<file path="config.mk">
export PLATFORM = sky130hd
export DESIGN_NAME = keypad_multitap
export DESIGN_NICKNAME = d
export VERILOG_FILES = /design/src/rtl/keypad_pkg.sv /design/src/rtl/keypad_scan_debounce.sv /design/src/rtl/keypad_multitap.sv
export SDC_FILE = /design/constraint.sdc
export NUM_CORES = 1
export LEC_CHECK = 0
export BUFFER_PORTS_ARGS = -buffer_cell sky130_fd_sc_hd__buf_2
export CORE_MARGIN = 8
export CORE_UTILIZATION = 42
export CTS_BUF_LIST = sky130_fd_sc_hd__clkbuf_4
export CTS_CLUSTER_DIAMETER = 120
export DETAILED_ROUTE_END_ITERATION = 10
export HOLD_SLACK_MARGIN = 0.15
export PLACE_DENSITY = 0.72
export SLEW_MARGIN = 20
export SYNTH_ARGS = -nofsm -noshare
export SYNTH_HDL_FRONTEND = slang
export SYNTH_SLANG_ARGS = --single-unit
</file>
<file path="constraint.sdc">
create_clock -name clk -period 3.8 [get_ports clk]
set_input_delay 0.19 -clock clk [delete_from_list [all_inputs] [get_ports clk]]
set_output_delay 0.19 -clock clk [all_outputs]
set_load 0.005 [all_outputs]
</file>
<file path="src/rtl/keypad_pkg.sv">
// Shared types, width helper and key layout for the multi-tap keypad controller.
// The key table covers the 4x4 layout; any index outside it decodes as KEY_NONE.
package keypad_pkg;

    localparam int KEY_IDX_W = 8;

    typedef enum logic [2:0] {
        KEY_NONE,
        KEY_LETTER,
        KEY_SUBMIT_CHAR,
        KEY_CLEAR,
        KEY_SUBMIT_WORD
    } key_class_t;

    typedef enum logic [1:0] {
        ST_SCAN,
        ST_DEBOUNCE,
        ST_HELD,
        ST_RELEASE
    } scan_state_t;

    typedef struct packed {
        key_class_t cls;
        logic [7:0] base;
        logic [2:0] len;
    } key_info_t;

    function automatic int cw(input int v);
        return (v > 1) ? $clog2(v) : 1;
    endfunction

    function automatic key_info_t key_decode(input logic [KEY_IDX_W-1:0] idx);
        key_info_t info;
        info = '{KEY_NONE, 8'h00, 3'd1};
        case (idx)
            8'd0:    info = '{KEY_LETTER, 8'h41, 3'd3};  // ABC
            8'd1:    info = '{KEY_LETTER, 8'h44, 3'd3};  // DEF
            8'd2:    info = '{KEY_LETTER, 8'h47, 3'd3};  // GHI
            8'd3:    info = '{KEY_LETTER, 8'h4A, 3'd3};  // JKL
            8'd4:    info = '{KEY_LETTER, 8'h4D, 3'd3};  // MNO
            8'd5:    info = '{KEY_LETTER, 8'h50, 3'd4};  // PQRS
            8'd6:    info = '{KEY_LETTER, 8'h54, 3'd3};  // TUV
            8'd7:    info = '{KEY_LETTER, 8'h57, 3'd4};  // WXYZ
            8'd12:   info = '{KEY_SUBMIT_CHAR, 8'h00, 3'd1};
            8'd13:   info = '{KEY_CLEAR, 8'h00, 3'd1};
            8'd14:   info = '{KEY_SUBMIT_WORD, 8'h00, 3'd1};
            default: info = '{KEY_NONE, 8'h00, 3'd1};
        endcase
        return info;
    endfunction

    function automatic logic [2:0] next_tap(input logic [2:0] tap, input logic [2:0] len);
        logic [2:0] inc;
        inc = tap + 3'd1;
        return (inc >= len) ? 3'd0 : inc;
    endfunction

endpackage

</file>
<file path="src/rtl/keypad_scan_debounce.sv">
// Column scan and press/release debounce for a ROWS x COLS matrix keypad.
//   state       | meaning
//   ST_SCAN     | rotate column drive, look for a single active row
//   ST_DEBOUNCE | column frozen, row must stay equal to the latch
//   ST_HELD     | key accepted, waiting for all rows to drop
//   ST_RELEASE  | rows must stay low before scanning resumes
module keypad_scan_debounce
    import keypad_pkg::*;
#(
    parameter int ROWS     = 4,
    parameter int COLS     = 4,
    parameter int SCAN_DIV = 1000,
    parameter int DEBOUNCE = 500
) (
    input  logic                 clk,
    input  logic                 nRst,
    input  logic [ROWS-1:0]      row_in,
    output logic [COLS-1:0]      col_out,
    output logic                 key_evt,
    output logic [KEY_IDX_W-1:0] key_idx
);

    localparam int COL_W  = cw(COLS);
    localparam int ROW_W  = cw(ROWS);
    localparam int SCAN_W = cw(SCAN_DIV);
    localparam int DEB_W  = cw(DEBOUNCE);
    localparam logic [SCAN_W-1:0] SCAN_LOAD = SCAN_W'(SCAN_DIV - 1);
    localparam logic [DEB_W-1:0]  DEB_LOAD  = DEB_W'(DEBOUNCE - 1);
    localparam logic [COL_W-1:0]  COL_LAST  = COL_W'(COLS - 1);

    scan_state_t       state, state_next;
    logic [COL_W-1:0]  col_idx, col_idx_next;
    logic [ROW_W-1:0]  row_idx, row_idx_next;
    logic [ROWS-1:0]   row_lat, row_lat_next;
    logic [SCAN_W-1:0] scan_cnt, scan_cnt_next;
    logic [DEB_W-1:0]  deb_cnt, deb_cnt_next;
    logic [ROW_W-1:0]  row_enc;
    logic              row_onehot;

    always_comb begin
        row_onehot = $onehot(row_in);
        row_enc    = '0;
        for (int i = 0; i < ROWS; i++) begin
            if (row_in[i]) row_enc = ROW_W'(i);
        end
    end

    always_ff @(posedge clk) begin
        if (!nRst) begin
            state    <= ST_SCAN;
            col_idx  <= '0;
            col_out  <= COLS'(1);
            row_idx  <= '0;
            row_lat  <= '0;
            scan_cnt <= SCAN_LOAD;
            deb_cnt  <= '0;
        end else begin
            state    <= state_next;
            col_idx  <= col_idx_next;
            col_out  <= COLS'(1) << col_idx_next;
            row_idx  <= row_idx_next;
            row_lat  <= row_lat_next;
            scan_cnt <= scan_cnt_next;
            deb_cnt  <= deb_cnt_next;
        end
    end

    always_comb begin
        state_next    = state;
        col_idx_next  = col_idx;
        row_idx_next  = row_idx;
        row_lat_next  = row_lat;
        scan_cnt_next = scan_cnt;
        deb_cnt_next  = deb_cnt;
        key_evt       = 1'b0;
        case (state)
            ST_SCAN: begin
                if (row_onehot) begin
                    row_lat_next = row_in;
                    row_idx_next = row_enc;
                    deb_cnt_next = DEB_LOAD;
                    state_next   = ST_DEBOUNCE;
                end else if (scan_cnt == '0) begin
                    scan_cnt_next = SCAN_LOAD;
                    col_idx_next  = (col_idx == COL_LAST) ? '0 : col_idx + 1'b1;
                end else begin
                    scan_cnt_next = scan_cnt - 1'b1;
                end
            end
            ST_DEBOUNCE: begin
                if (row_in != row_lat) begin
                    state_next = ST_SCAN;
                end else if (deb_cnt == '0) begin
                    key_evt    = 1'b1;
                    state_next = ST_HELD;
                end else begin
                    deb_cnt_next = deb_cnt - 1'b1;
                end
            end
            ST_HELD: begin
                if (row_in == '0) begin
                    deb_cnt_next = DEB_LOAD;
                    state_next   = ST_RELEASE;
                end
            end
            ST_RELEASE: begin
                if (row_in != '0) begin
                    state_next = ST_HELD;
                end else if (deb_cnt == '0) begin
                    scan_cnt_next = SCAN_LOAD;
                    state_next    = ST_SCAN;
                end else begin
                    deb_cnt_next = deb_cnt - 1'b1;
                end
            end
            default: state_next = ST_SCAN;
        endcase
    end

    assign key_idx = KEY_IDX_W'(row_idx) * KEY_IDX_W'(COLS) + KEY_IDX_W'(col_idx);

endmodule

</file>
<file path="src/rtl/keypad_multitap.sv">
// Multi-tap letter composition on top of the keypad scanner: tap timer,
// pending letter and the registered strobes consumed by the game FSMs.
module keypad_multitap
    import keypad_pkg::*;
#(
    parameter int ROWS        = 4,
    parameter int COLS        = 4,
    parameter int SCAN_DIV    = 1000,
    parameter int DEBOUNCE    = 500,
    parameter int TAP_TIMEOUT = 100000,
    parameter int AUTO_COMMIT = 0
) (
    input  logic            clk,
    input  logic            nRst,
    input  logic [ROWS-1:0] row_in,
    output logic [COLS-1:0] col_out,
    output logic [7:0]      cur_char,
    output logic            pending,
    output logic            char_strobe,
    output logic            word_strobe,
    output logic            clear_strobe,
    output logic            error
);

    localparam int TMR_W = cw(TAP_TIMEOUT);
    localparam logic [TMR_W-1:0] TMR_LOAD = TMR_W'(TAP_TIMEOUT - 1);

    logic                 key_evt;
    logic [KEY_IDX_W-1:0] key_idx;
    key_info_t            info;

    logic [TMR_W-1:0]     tap_cnt, tap_cnt_next;
    logic                 timer_run, timer_run_next;
    logic [2:0]           tap, tap_next;
    logic [KEY_IDX_W-1:0] last_idx, last_idx_next;
    logic [7:0]           cur_char_next;
    logic                 pending_next;
    logic                 char_next, word_next, clear_next, error_next;
    logic                 expire, same_key;

    keypad_scan_debounce #(
        .ROWS     (ROWS),
        .COLS     (COLS),
        .SCAN_DIV (SCAN_DIV),
        .DEBOUNCE (DEBOUNCE)
    ) u_scan (
        .clk     (clk),
        .nRst    (nRst),
        .row_in  (row_in),
        .col_out (col_out),
        .key_evt (key_evt),
        .key_idx (key_idx)
    );

    assign info = key_decode(key_idx);

    // An event landing on the expiry cycle counts as post-timeout.
    assign expire   = timer_run && (tap_cnt == '0);
    assign same_key = pending && timer_run && !expire && (key_idx == last_idx);

    always_ff @(posedge clk) begin
        if (!nRst) begin
            tap_cnt      <= '0;
            timer_run    <= 1'b0;
            tap          <= '0;
            last_idx     <= '0;
            cur_char     <= 8'h00;
            pending      <= 1'b0;
            char_strobe  <= 1'b0;
            word_strobe  <= 1'b0;
            clear_strobe <= 1'b0;
            error        <= 1'b0;
        end else begin
            tap_cnt      <= tap_cnt_next;
            timer_run    <= timer_run_next;
            tap          <= tap_next;
            last_idx     <= last_idx_next;
            cur_char     <= cur_char_next;
            pending      <= pending_next;
            char_strobe  <= char_next;
            word_strobe  <= word_next;
            clear_strobe <= clear_next;
            error        <= error_next;
        end
    end

    always_comb begin
        tap_cnt_next   = tap_cnt;
        timer_run_next = timer_run;
        tap_next       = tap;
        last_idx_next  = last_idx;
        cur_char_next  = cur_char;
        pending_next   = pending;
        char_next      = 1'b0;
        word_next      = 1'b0;
        clear_next     = 1'b0;
        error_next     = 1'b0;

        if (timer_run) begin
            if (tap_cnt == '0) timer_run_next = 1'b0;
            else               tap_cnt_next   = tap_cnt - 1'b1;
        end

        if (key_evt) begin
            case (info.cls)
                KEY_LETTER: begin
                    tap_next       = same_key ? next_tap(tap, info.len) : 3'd0;
                    cur_char_next  = info.base + {5'b0, tap_next};
                    pending_next   = 1'b1;
                    last_idx_next  = key_idx;
                    tap_cnt_next   = TMR_LOAD;
                    timer_run_next = 1'b1;
                end
                KEY_SUBMIT_CHAR: begin
                    if (pending) begin
                        char_next    = 1'b1;
                        pending_next = 1'b0;
                    end else begin
                        error_next = 1'b1;
                    end
                end
                KEY_CLEAR: begin
                    pending_next  = 1'b0;
                    cur_char_next = 8'h00;
                    clear_next    = 1'b1;
                end
                KEY_SUBMIT_WORD: begin
                    if (!pending) word_next  = 1'b1;
                    else          error_next = 1'b1;
                end
                default: ;
            endcase
        end else if (expire && (AUTO_COMMIT != 0) && pending) begin
            char_next    = 1'b1;
            pending_next = 1'b0;
        end
    end

endmodule

</file>
==> out/summary.txt <==
Status: finished clean
Seq/Total Area, Yosys: 36.2%
Final Util: 46.9%
M1 wire length: 3830 um
Required @ worst endpoint: 4.14 ns
Share of cells above drive strength 1: 12.8%
N_diodes: 0
Crit. End Element: register
All-Layer GR Usage: 13.9%
Avg Cell Area, Syn: 8.55 um2
Max clock buf depth: 2
RSZ-0062 raised after global routing: false
Port Buffer Count: 21
Yosys top cell area share: 36.2%
Die area: 12600 um2
Clock buffer count from CTS: 9
Fin crit period: 3.42 ns
Power Dens Cells: 416 nW/um2
CP startpoint kind: register
Cell taking the most area after synthesis: dfxtp_1
Max cap viols: 0
Netlist cell types: 65
Starting Density: 42.5%
Synth Cell Area: 3870 um2
Initial antenna violation count: 0
Max Used Layer: met4
Worst Hold Class: in2reg
Fraction of registers with async set/reset: 0%
Pre-CTS setup slack: 0.471 ns
R2r worst-path depth: 17
Clock transition at path regs: 0.12 ns
Leakage power: 1.71 nW
CP Max Fanout: 5
DP Area: 4060 um2
Synth cell count leaders: dfxtp_1 (70), nand2_1 (42), nor2_1 (39)
Top FF cell, synth: dfxtp_1
Worst reg2reg setup slack: 0.38 ns
Cell mode on critical path: ha_1
Crit path largest cell delay: 0.42 ns
Post-DR wirelength/cell: 14.4 um
DRT Wirelength: 8490 um
Remaining global-route overflow: 0
Fin. Hold Viols: 0
CP Class: reg2reg
Vias in the first global route: 3204
Met3 WL: 299 um
Worst Setup SP: tap[0]
Peak VDD IR: 0.258 mV
Final #Nets: 503
H-tree Lvls: 3
Reg-to-reg endpoint: cur_char[4]
Design area: 4270 um2
Crit path to: cur_char[4]
Core area: 9110 um2
Met2 WL: 4290 um
IO Pins: 23
Post-DR vias/cell: 5.57
DRC: 0
Routability Congestion: 0.884
Final setup vio count: 0
Count leader, synth: dfxtp_1
Routed Antenna Nets: 0
Clk_lat worst skew: 0.42 ns
Flops & latches, synth: 70
Synth area leaders: dfxtp_1 (36%), ha_1 (7.1%), xor2_1 (5.0%)
Die Y: 112 um
Critical Path Slowest Stage Cell: dfxtp_1
Cell Chain, Critical Path: ha_1 > xor2_1 > ha_1 > o21ai_0 > o2111ai_1 > nor4_1 > buf_4 > nand2_1 > nor2_1 > ha_1 > inv_1 > fa_1 > nand2b_1 > a211oi_1 > xor2_1 > nand3_1 > a21oi_1
Yosys warnings: 0
Slew Limit Fails: 0
Maximum clock rate: 293 MHz
Post-synth EDFFs: 0
Synthesis-to-finish area growth: 10.2%
Clock Skews: 0.0211 ns
Pwr Total: 0.00178 W
Cell count after synthesis: 453
Rows: 35
Tightest Pin Transition: 0.916 ns
Largest net degree at the start of global routing: 29
Post_cts resized: 0
Via count: 3281
Hpwl dp: 6180 um
Post-Syn Nets: 483
Fin worst setup slack: 0.382 ns
Clk sinks: 70
Period utilisation layout: 89.9%
TritonCTS clock tree: done
Worst slew margin: 38.9%
First-pass GRT wire length: 14600 um
DRC marker count from the first detailed-route iteration: 246
Worst reg2reg startpoint: tap[0]
Arrival time worst endpoint: 3.76 ns
Die X-Extent: 112 um
CTS Root Cell: clkbuf_4
Final setup TNS: 0 ns
1st-pass router iterations: 4
==> metal layers <==
metal	up-vias	track usage, %
li1	1648	-
met1	1576	16.2
met2	51	24.7
met3	6	3.38
met4	0	3.96
met5	-	0
==> where the power goes <==
group          leakage (nW)  switching [W]  internal, W
Sequential            0.567      0.0000600     0.000788
Combinational          1.06       0.000224     0.000170
Clock                0.0810       0.000272     0.000262
==> stage by stage <==
step	hold WS, ns	std cells
3_3_place_gp	0.441	569
6_report	0.178	589
2_1_floorplan	0.337	453
5_1_grt	0.213	589
4_1_cts	0.180	589
3_5_place_dp	0.446	569
==> cells in the final DEF (no fill, tap or decap), types with 4 or more instances in the layout <==
cell type      count
or3_1              4
nor3b_1            7
buf_4              6
nand3_1           30
and3_1             6
ha_1              22
buf_2             21
mux2i_1            6
nand3b_1           4
xor2_1            22
nor4_1             5
nand2_1           42
clkbuf_4           9
o21a_1             5
xnor2_1           14
nor3_1            12
nor2_1            39
dfxtp_1           70
inv_1             22
nand4_1            7
dlygate4sd3_1      4
or4_1              5
o211a_1            4
o21ai_0            9
a21oi_1           33
==> worst max-delay path, delay by kind of cell, from the launching register on <==
family	cells	cell delay, ns
XOR/XNOR	2	0.38
buffers and inverters	2	0.23
AND/OR/NAND/NOR	5	0.65
flip-flops	1	0.42
adder cells (fa/ha/maj)	4	1.04
AO/OA/AOI/OAI	4	0.61
==> flip-flops by register name, summed over array words and instances, names as in the netlist, 2 cells and up <==
register / count
last_idx: 4
u_scan.scan_cnt: 10
tap: 3
u_scan.row_lat: 4
cur_char: 7
u_scan.col_idx: 2
u_scan.row_idx: 2
u_scan.col_out: 4
tap_cnt: 17
u_scan.state: 2
u_scan.deb_cnt: 9
==> cell type report <==
type                            count  area [um2]
Timing Repair Buffer               31         190
Multi-Input combinational cell    339        2300
Sequential cell                    70        1400
Inverter                           22        82.6
Tap cell                          111         139
Fill cell                         866        4840
Clock buffer                        9        67.6
Clock inverter                      7        88.8
==> worst min path at each step <==
stage / slack (ns) / cells after the start / endpoint / from
3_5_place_dp: 0.45 / 2 / cur_char[5] / cur_char[5]
3_3_place_gp: 0.44 / 2 / cur_char[5] / cur_char[5]
5_1_grt: 0.21 / 2 / u_scan.scan_cnt[1] / nRst
4_1_cts: 0.18 / 2 / u_scan.scan_cnt[1] / nRst
6_report: 0.18 / 2 / u_scan.scan_cnt[1] / nRst
2_1_floorplan: 0.34 / 2 / u_scan.row_lat[0] / row_in[0]
==> cells by family (layout without fill, tap and decap cells) <==
logic type                 Yosys count  after routing  share of synthesized area (%)
DFF                                 70             70                           36.2
other                                1              1                         0.0968
buffers and inverters               44             69                           4.68
xor gates and xnor gates            36             36                           8.14
AOI/OAI and AO/OA                   83             83                           14.5
muxes                                6              6                           1.55
and+or+nand+nor                    189            189                           26.7
adders and majority gates           24             24                           8.14
==> what timing repair did <==
action | in CTS | in global routing
hold buffers | 4 | 0
setup buffers | 0 | 0
hold endpoints to repair | 4 | 0
Note: power is estimated with default switching activity, not from simulation.
